`src/rtl/riscv_mem_pkg.sv`:
```
// Shared types for the IFU/LSU memory arbiter: requester identity and owner FIFO entry.
package riscv_mem_pkg;

    localparam int DEPTH_DEFAULT = 16;

    typedef enum logic {
        OWN_IFU = 1'b0,
        OWN_LSU = 1'b1
    } owner_e;

    typedef struct packed {
        owner_e owner;
        logic   discard;
    } owner_entry_s;

endpackage

```
`src/rtl/riscv_owner_fifo.sv`:
```
// In-order record of which requester owns each request outstanding in the driver,
// with a per-owner broadcast that marks that owner's entries as discarded.
module riscv_owner_fifo
    import riscv_mem_pkg::*;
#(
    parameter  int DEPTH = DEPTH_DEFAULT,
    localparam int CW    = $clog2(DEPTH) + 1
) (
    input  logic          clock,
    input  logic          reset_n,
    input  logic          push,
    input  logic          push_owner,
    input  logic          pop,
    input  logic          flush_ifu,
    input  logic          flush_lsu,
    output logic          head_owner,
    output logic          head_discard,
    output logic [CW-1:0] count
);

    localparam int AW = CW - 1;

    owner_entry_s  mem [DEPTH];
    logic [CW-1:0] wr_ptr;
    logic [CW-1:0] rd_ptr;

    assign count        = wr_ptr - rd_ptr;
    assign head_owner   = mem[rd_ptr[AW-1:0]].owner;
    assign head_discard = mem[rd_ptr[AW-1:0]].discard;

    // Stale slots may also be marked on a flush; a push always rewrites its slot with discard clear.
    always_ff @(posedge clock or negedge reset_n) begin
        if (!reset_n) begin
            wr_ptr <= '0;
            rd_ptr <= '0;
            for (int i = 0; i < DEPTH; i++) begin
                mem[i] <= '0;
            end
        end else begin
            for (int i = 0; i < DEPTH; i++) begin
                if ((mem[i].owner == OWN_IFU && flush_ifu) || (mem[i].owner == OWN_LSU && flush_lsu)) begin
                    mem[i].discard <= 1'b1;
                end
            end
            if (push) begin
                mem[wr_ptr[AW-1:0]] <= '{owner: owner_e'(push_owner), discard: 1'b0};
                wr_ptr              <= wr_ptr + CW'(1);
            end
            if (pop) begin
                rd_ptr <= rd_ptr + CW'(1);
            end
        end
    end

endmodule

```
`src/rtl/riscv_mem_arbiter.sv`:
```
// Round-robin IFU/LSU arbiter in front of the AXI memory driver; steers in-order
// responses back to their owner and drops responses of a flushed requester.
module riscv_mem_arbiter
    import riscv_mem_pkg::*;
#(
    parameter  int DEPTH = DEPTH_DEFAULT,
    localparam int CW    = $clog2(DEPTH) + 1
) (
    input  logic          clock,
    input  logic          reset_n,
    input  logic          ifu_req_vld,
    input  logic [31:0]   ifu_req_addr,
    output logic          ifu_req_ack,
    output logic          ifu_rsp_vld,
    output logic [31:0]   ifu_rsp_addr,
    output logic [31:0]   ifu_rsp_data,
    input  logic          ifu_rsp_ack,
    input  logic          ifu_flush,
    input  logic          lsu_req_vld,
    input  logic          lsu_req_rnw,
    input  logic [31:0]   lsu_req_addr,
    input  logic [31:0]   lsu_req_data,
    output logic          lsu_req_ack,
    output logic          lsu_rsp_vld,
    output logic [31:0]   lsu_rsp_addr,
    output logic [31:0]   lsu_rsp_data,
    input  logic          lsu_rsp_ack,
    input  logic          lsu_flush,
    output logic          drv_req_vld,
    output logic          drv_req_rnw,
    output logic [31:0]   drv_req_addr,
    output logic [31:0]   drv_req_data,
    input  logic          drv_req_ack,
    input  logic          drv_rsp_vld,
    input  logic [31:0]   drv_rsp_addr,
    input  logic [31:0]   drv_rsp_data,
    output logic          drv_rsp_ack,
    output logic [CW-1:0] ifu_outstanding,
    output logic [CW-1:0] lsu_outstanding,
    output logic          idle
);

    owner_e        last_grant;
    logic          ifu_elig;
    logic          lsu_elig;
    logic          win_lsu;
    logic          accept;
    logic          fifo_empty;
    logic          fifo_full;
    logic [CW-1:0] count;
    logic          head_owner;
    logic          head_discard;
    logic          head_flush;
    logic          rsp_live;
    logic          head_deliver;
    logic          pop_live;

    assign ifu_elig   = ifu_req_vld & ~ifu_flush;
    assign lsu_elig   = lsu_req_vld & ~lsu_flush;
    assign win_lsu    = lsu_elig & (~ifu_elig | (last_grant == OWN_IFU));
    assign fifo_empty = (count == '0);
    assign fifo_full  = (count == CW'(DEPTH));

    // Outputs are gated by reset_n so nothing is handshaken while reset is held.
    assign drv_req_vld  = reset_n & (ifu_elig | lsu_elig) & ~fifo_full;
    assign drv_req_rnw  = win_lsu ? lsu_req_rnw  : 1'b1;
    assign drv_req_addr = win_lsu ? lsu_req_addr : ifu_req_addr;
    assign drv_req_data = win_lsu ? lsu_req_data : 32'h0;
    assign accept       = drv_req_vld & drv_req_ack;
    assign ifu_req_ack  = accept & ~win_lsu;
    assign lsu_req_ack  = accept & win_lsu;

    assign head_flush   = head_owner ? lsu_flush : ifu_flush;
    assign rsp_live     = reset_n & drv_rsp_vld & ~fifo_empty;
    assign head_deliver = rsp_live & ~head_discard & ~head_flush;
    assign ifu_rsp_vld  = head_deliver & ~head_owner;
    assign lsu_rsp_vld  = head_deliver & head_owner;
    assign drv_rsp_ack  = rsp_live & (head_discard | head_flush |
                                      (head_owner ? lsu_rsp_ack : ifu_rsp_ack));
    assign ifu_rsp_addr = drv_rsp_addr;
    assign ifu_rsp_data = drv_rsp_data;
    assign lsu_rsp_addr = drv_rsp_addr;
    assign lsu_rsp_data = drv_rsp_data;
    assign idle         = fifo_empty;
    assign pop_live     = drv_rsp_ack & ~head_discard;

    riscv_owner_fifo #(.DEPTH(DEPTH)) u_owner_fifo (
        .clock        (clock),
        .reset_n      (reset_n),
        .push         (accept),
        .push_owner   (win_lsu),
        .pop          (drv_rsp_ack),
        .flush_ifu    (ifu_flush),
        .flush_lsu    (lsu_flush),
        .head_owner   (head_owner),
        .head_discard (head_discard),
        .count        (count)
    );

    // A flushed owner cannot push in its own flush cycle, so clearing to zero is exact.
    always_ff @(posedge clock or negedge reset_n) begin
        if (!reset_n) begin
            last_grant      <= OWN_IFU;
            ifu_outstanding <= '0;
            lsu_outstanding <= '0;
        end else begin
            if (accept) begin
                last_grant <= win_lsu ? OWN_LSU : OWN_IFU;
            end
            if (ifu_flush) begin
                ifu_outstanding <= '0;
            end else begin
                ifu_outstanding <= ifu_outstanding + CW'(ifu_req_ack) - CW'(pop_live & ~head_owner);
            end
            if (lsu_flush) begin
                lsu_outstanding <= '0;
            end else begin
                lsu_outstanding <= lsu_outstanding + CW'(lsu_req_ack) - CW'(pop_live & head_owner);
            end
        end
    end

    a_rsp_has_owner: assert property (@(posedge clock) disable iff (!reset_n)
                                      !(drv_rsp_vld && fifo_empty));

endmodule

```
`config.mk`:
```
export PLATFORM = sky130hd
export DESIGN_NAME = riscv_mem_arbiter
export DESIGN_NICKNAME = d
export VERILOG_FILES = /design/src/rtl/riscv_mem_pkg.sv /design/src/rtl/riscv_owner_fifo.sv /design/src/rtl/riscv_mem_arbiter.sv
export SDC_FILE = /design/constraint.sdc
export NUM_CORES = 1
export LEC_CHECK = 0
export CAP_MARGIN = 40
export CORE_AREA = 2 2 146 148
export CTS_CLUSTER_DIAMETER = 80
export CTS_CLUSTER_SIZE = 8
export DETAILED_ROUTE_END_ITERATION = 7
export DIE_AREA = 0 0 148 150
export GPL_ROUTABILITY_DRIVEN = 1
export HOLD_SLACK_MARGIN = 0.02
export PLACE_DENSITY_LB_ADDON = 0.05
export SLEW_MARGIN = 20
export SYNTH_ARGS = -nofsm -noshare
export SYNTH_HDL_FRONTEND = slang
export SYNTH_SLANG_ARGS = --single-unit
```
`constraint.sdc`:
```
create_clock -name clock -period 3.5 [get_ports clock]
set_clock_uncertainty 0.15 [all_clocks]
set_input_delay 0.7 -clock clock [delete_from_list [all_inputs] [get_ports clock]]
set_output_delay 0.7 -clock clock [all_outputs]
set_load 0.005 [all_outputs]
```
* After elaboration in Yosys (flattened, before gate mapping)
Cells that the tools add are included.
Word-level totals: latch bits 0, ROM bits 0, flip-flop bits (word level) 53, output and inout port bits 210, bits in writable memories 0, memories kept 0
Operators by class: bitwise gates (word level) 51, divide/modulo/power cells 0, equal/unequal tests 1, add/subtract/negate cells 7, muxes and demuxes 31, order comparisons 3, shifts and indexed selects 0, reductions and logical operators 50, multiply operators 0
Operators by type and width (count):
- 32-bit 2-to-1 mux | 2
- 1-bit logical AND | 33
- 32-bit bitwise mux | 1
- 31-bit 2-to-1 mux | 1
- 1-bit inverter | 26
- 1-bit 2-to-1 mux | 20
- 1-bit bitwise AND | 17
- 1-bit logical OR | 16
- 5-bit by 1-bit adder with 5-bit output | 2
- 5-bit by 1-bit adder with 5-bit output (second input constant) | 2
- 5-bit >= comparator (second input constant) | 2
- 5-bit 2-to-1 mux | 2
- 4-bit inverter with 5-bit output | 2
- 5-bit subtractor | 2
- 2-bit binary-select mux with 4-bit select | 1
- 2-bit demux with 4-bit select | 1
- 2-bit 2-to-1 mux | 3
- 1-bit by 5-bit bitwise AND with 5-bit output | 1
- 5-bit equality test (second input constant) | 1
- 5-bit logical NOT | 1
- 5-bit by 1-bit less-than comparator with 1-bit output (second input constant) | 1
- 1-bit inverter with 5-bit output | 1
- 5-bit by 1-bit subtractor with 5-bit output | 1
- 1-bit OR | 4

* Logic depth before layout (Yosys ltp)
Gate-level depths: netlist of run 1.
depth after elaboration 12, mapped depth 18

* Hierarchy
From an unflattened synthesis of run 1, not the netlist that was laid out.
Unflattened totals: cell total of the unflattened synthesis 486, area, all modules 4690.7 sq um
Modules (own cells, without submodules):
- riscv_mem_arbiter | cells each 295, instances 1, area an instance 2426.1 sq um
- riscv_owner_fifo | cells each 191, instances 1, area an instance 2264.7 sq um

* Worst setup path before layout of run 1
OpenSTA, ideal clock, no wires.
kind register -> register, start register u_owner_fifo.rd_ptr[1], end register lsu_outstanding[4], path buffers 1, setup time 0.130 ns, path slack -0.217 ns, required time 3.220 ns, stages on the path, launching flop included 19, arrival time 3.437 ns, period minus slack after synthesis 3.717 ns, path through dfrtp_1 > clkbuf_8 > inv_1 > ha_1 > nand3b_1 > a211o_1 > a211oi_1 > or2_2 > nor4b_1 > ha_1 > inv_1 > ha_1 > inv_1 > fa_1 > inv_1 > a21o_1 > a21oi_1 > xnor2_1 > nor2_1
On the way: elaborated cells on any way between the ends 24, classes of those cells add/sub (3); eq/ne (1); mux (6); bitwise (13); reduce/logical (1)
RTL lines:
- start: declaration | line riscv_owner_fifo.sv:25 | logic [CW-1:0] rd_ptr;
- start signal: assignment | line riscv_owner_fifo.sv:50 | rd_ptr <= rd_ptr + CW'(1);
- 5-bit subtractor | line riscv_owner_fifo.sv:27 | assign count = wr_ptr - rd_ptr;
- 5-bit logical NOT | line riscv_mem_arbiter.sv:61 | assign fifo_empty = (count == '0);
- named net idle | line riscv_mem_arbiter.sv:40 | output logic idle
- 1-bit inverter | line riscv_mem_arbiter.sv:74 | assign rsp_live = reset_n & drv_rsp_vld & ~fifo_empty;
- 1-bit bitwise AND | line riscv_mem_arbiter.sv:74
- 1-bit bitwise AND | line riscv_mem_arbiter.sv:78 | assign drv_rsp_ack = rsp_live & (head_discard | head_flush |
- 1-bit bitwise AND | line riscv_mem_arbiter.sv:85 | assign pop_live = drv_rsp_ack & ~head_discard;
- 1-bit bitwise AND | line riscv_mem_arbiter.sv:118 | lsu_outstanding <= lsu_outstanding + CW'(lsu_req_ack) - CW'(pop_live & head_owner);
- 5-bit by 1-bit subtractor with 5-bit output | line riscv_mem_arbiter.sv:118
- 5-bit 2-to-1 mux | line riscv_mem_arbiter.sv:115 | if (lsu_flush) begin
- end signal: assignment | line riscv_mem_arbiter.sv:118
- end: declaration | line riscv_mem_arbiter.sv:39 | output logic [CW-1:0] lsu_outstanding,
The timed path passes the listed nets, and every way through them passes these cells. The select of a mux whose other input is x is not followed. A chain may end at the register's enable or synchronous reset.

* Worst setup path after layout of run 1
start register u_owner_fifo.rd_ptr[0], end register lsu_outstanding[4]
On the way: cells in the longest elaborated chain, start to end 12, elaborated cells on any way between the ends 24, classes of those cells add/sub (3); eq/ne (1); mux (6); bitwise (13); reduce/logical (1)
RTL lines (line):
- parallel branches: the longest is 10 deep, another holds 5-bit subtractor
- 5-bit by 1-bit subtractor with 5-bit output * | riscv_mem_arbiter.sv:118
- 5-bit 2-to-1 mux * | riscv_mem_arbiter.sv:115
Mark *: on every way between the ends. The select of a mux whose other input is x is not followed.

==> out/metrics.cfg, run 1 <==
[critical_path]
worst_path_largest_cell_delay_ps = 400
crit_required_ps = 3530
crit_slowest_cell = sky130_fd_sc_hd__dfrtp_1
startpoint_type = flip-flop
critPathTopFamily = adder cells
worst-endpoint-arrival_ps = 3530
path_max_fanout = 6
crit_chain = buf_12 -> buf_8 -> ha_4 -> nand3b_1 -> a211o_1 -> a211oi_2 -> or2_4 -> buf_12 -> nor4b_4 -> ha_1 -> inv_1 -> ha_2 -> inv_2 -> fa_2 -> inv_2 -> a21o_1 -> a21oi_2 -> xnor2_1 -> nor2_1
classification_of_the_worst_setup_path = flip-flop to flip-flop
endpoint_class_of_the_critical_path = flip-flop
timing.critical_path.buf_inv = 6

[timing]
rsz0062_at_grt = true
slew_viol_final = 0
achievable_freq_mhz = 286
max_slew_margin = 0.544
final-setup-viol-count = 0
finalWorstPathRequiredPeriod_ps = 3490
portion_of_the_clock_cycle_consumed_by_the_worst_path_in_the_final_layout = 0.998
slew_at_the_pin_with_the_worst_max_slew_slack_ps = 684
final_hold_viol_count = 0
post-route-worst-setup-slack_ps = 6.53

[power_and_ir_drop]
p_total_mw = 3.69
static-leakage-power_nw = 3.12
max-vdd-ir-drop_uv = 224
pwr_density_cell_nw_per_um2 = 518

[global_routing]
antenna_found_initial = 1
top_usage_layer = met2
grt_use_met2 = 0.267
grt_first_pass_wirelength_um = 24900
grt_util_met3 = 0.0512
grt_pass1_vias = 4127
grt_max_degree = 51
overall_track_demand_over_capacity_in_global_routing = 0.150
global_routing_usage_on_met1 = 0.171
gr-total-overflow = 0

[synth]
post_synth_net_total = 668
postSynthCellCount = 476
synth.distinct_cells = 43
yosysSeqAreaShare = 0.275
postSynth.topFlopCell = sky130_fd_sc_hd__dfrtp_1
synthesis.area_um2 = 4830
avgSynthCellArea_um2 = 10.1
ys_seq_elements = 53
synth_warnings = 0
synth_edf_count = 0
share_of_async_settable_or_async_resettable_flops_after_synthesis = 1.00

[cts]
cts.clk_slew.worst_paths_ps = 80
cts-root-to-sink-buffers = 2
cts_tree = built
numCtsBuffers = 5
cts-htree-levels = 2
clkLatencyLatePin_ps = 310
cts.sinks = 53
root_buffer_cell = sky130_fd_sc_hd__clkbuf_16

[min_path]
min-delay-path-class = primary input to asynchronous set/reset pin

[drt]
detail_route.vias_per_cell = 4.27
num_vias = 3786
detailedRoute.firstPassIterationCount = 4
avgRoutedWirePerCell_um = 19.3
routed_wl_um = 17100
remaining_drcs = 0
ant_nets = 0
drtIter0Drc = 111

[final_layout]
finish.utilization = 0.344
antenna_cells = 0
cell_area_after_layout_um2 = 7120
area_of_the_multi_input_gates_um2 = 2520
fillers = 2167
areaGrowthSynthToFinish_pct = 47.5
drive_gt1_frac = 0.345
num-nets-final = 802
seqCellArea_um2 = 1330

[floorplan]
std_cell_rows = 53
core-area_um2 = 20700
die_width_um = 148
floorplan.initialDensity = 0.233
boundaryPins = 381
design.die.area_um2 = 22200
dieHeight_um = 150

[place]
dp.final_hpwl_um = 12800
place_congestion = 0.751
port_buffers = 188
placed_area_um2 = 6510
pre_cts_slack_ps = -308

[flow_run]
timing.max_cap.violations = 0

[status]
outcome = finished, final reports clean

## flip-flops by register name, summed over array words and instances (netlist names)
signal,count
last_grant,1
ifu_outstanding,5
lsu_outstanding,5
u_owner_fifo.wr_ptr,5
u_owner_fifo.rd_ptr,5
u_owner_fifo.mem,32
## where the power goes
group | switching [mW] | total [mW] | internal [mW] | leakage [nW]
logic | 0.926 | 2.23 | 1.31 | 2.43
registers | 0.148 | 0.935 | 0.787 | 0.629
clock network | 0.254 | 0.517 | 0.264 | 0.0696
total | 1.33 | 3.69 | 2.36 | 3.12
## area by class of cell
cell class	instances	area share
flip-flops and latches	53	0.186
clock buffers	5	0.0176
inverters	23	0.0121
clock inverters	3	0.00246
well taps	275	0.0483
multi-input cells	253	0.354
repair buffers	274	0.379
## worst paths after layout
kind | startpoint | slack [ps] | to | cells past startpoint
max in group asynchronous | reset_n | 2190 | u_owner_fifo.rd_ptr[1] | 2
setup / recovery | u_owner_fifo.rd_ptr[0] | 7 | lsu_outstanding[4] | 19
min in group clock | u_owner_fifo.mem[14] | 340 | u_owner_fifo.mem[14] | 1
hold reg to reg | u_owner_fifo.mem[14] | 340 | u_owner_fifo.mem[14] | 1
setup reg to reg | u_owner_fifo.rd_ptr[0] | 7 | lsu_outstanding[4] | 19
hold / removal | reset_n | 260 | u_owner_fifo.wr_ptr[4] | 2
## timing repair
action,in CTS,in global routing
pin swaps,13,18
hold buffers,0,0
buffers inserted,11,9
setup endpoints to repair,77,54
resized for setup,96,51
gates cloned,3,2
## per-layer routing
metal / wire, um / vias to the layer above
met5: 0 / -
met4: 255 / 0
met3: 1320 / 35
met2: 8750 / 185
met1: 6760 / 1798
li1: - / 1768
## worst reg2reg max path, delay by kind of cell, from the launching register on
| kind | cells | cell delay [ps] |
|---|---|---|
| compound gates | 4 | 720 |
| xor+xnor | 1 | 140 |
| fa+ha+maj | 4 | 950 |
| buf+inv | 6 | 510 |
| flops | 1 | 400 |
| simple gates | 4 | 500 |
## cell usage after synthesis, types with 9 or more instances
cell type                  count  area [um2]
sky130_fd_sc_hd__buf_4       128         961
sky130_fd_sc_hd__and2_1       34         213
sky130_fd_sc_hd__ha_1         19         238
sky130_fd_sc_hd__dfrtp_1      53        1330
sky130_fd_sc_hd__o211ai_1     17         128
sky130_fd_sc_hd__nor2_1       12        45.0
sky130_fd_sc_hd__inv_1        22        82.6
sky130_fd_sc_hd__xnor2_1       9        78.8
sky130_fd_sc_hd__clkbuf_1     14        52.6
sky130_fd_sc_hd__o21a_1       16         120
sky130_fd_sc_hd__mux2_2       68         766
sky130_fd_sc_hd__xor2_1        9        78.8
## layout by cell type, fill, tap and decap left out, drive strengths merged, types with 3 or more instances in the layout
| cell | synthesis | routed |
|---|---|---|
| mux4 | 9 | 9 |
| mux2 | 69 | 69 |
| inv | 23 | 23 |
| nand3 | 3 | 3 |
| dlymetal6s2s | 0 | 12 |
| a21oi | 6 | 6 |
| buf | 132 | 86 |
| clkbuf | 15 | 12 |
| dfrtp | 53 | 53 |
| a21o | 5 | 5 |
| nand2 | 8 | 8 |
| o211ai | 17 | 17 |
| xor2 | 9 | 9 |
| nor2b | 8 | 8 |
| nor4b | 5 | 5 |
| a2111oi | 3 | 3 |
| o21ai | 3 | 3 |
| dlygate4sd2 | 0 | 20 |
| o21a | 16 | 16 |
| clkdlybuf4s50 | 0 | 129 |
| and2 | 34 | 34 |
| nor2 | 12 | 12 |
| xnor2 | 9 | 9 |
| clkdlybuf4s15 | 0 | 19 |
| ha | 19 | 19 |
## through the flow
stage               std cells  setup TNS (ps)  hold WS [ps]
floorplan                 476           -4.37           254
global placement          855          -14120           316
detailed placement        855          -13520           327
CTS                       877           -1010           270
global route              886           -1030           269
finish                    886               0           260
## kinds of logic (layout without fill, tap and decap cells)
kind of cell,after synthesis,count (layout),synth area share
flops,53,53,0.275
buf+inv,170,305,0.235
xor+xnor,19,19,0.0376
compound gates,58,58,0.0920
mux,80,80,0.214
fa+ha+maj,21,21,0.0575
simple gates,75,75,0.0889
No activity file was read; power rests on OpenSTA's default activity.
==> run 2, diff against run 1 <==
- CTS_CLUSTER_DIAMETER: 80 -> not set
==> results of run 2 <==
No change in the layout: final DEF, timing and power equal those of run 1.
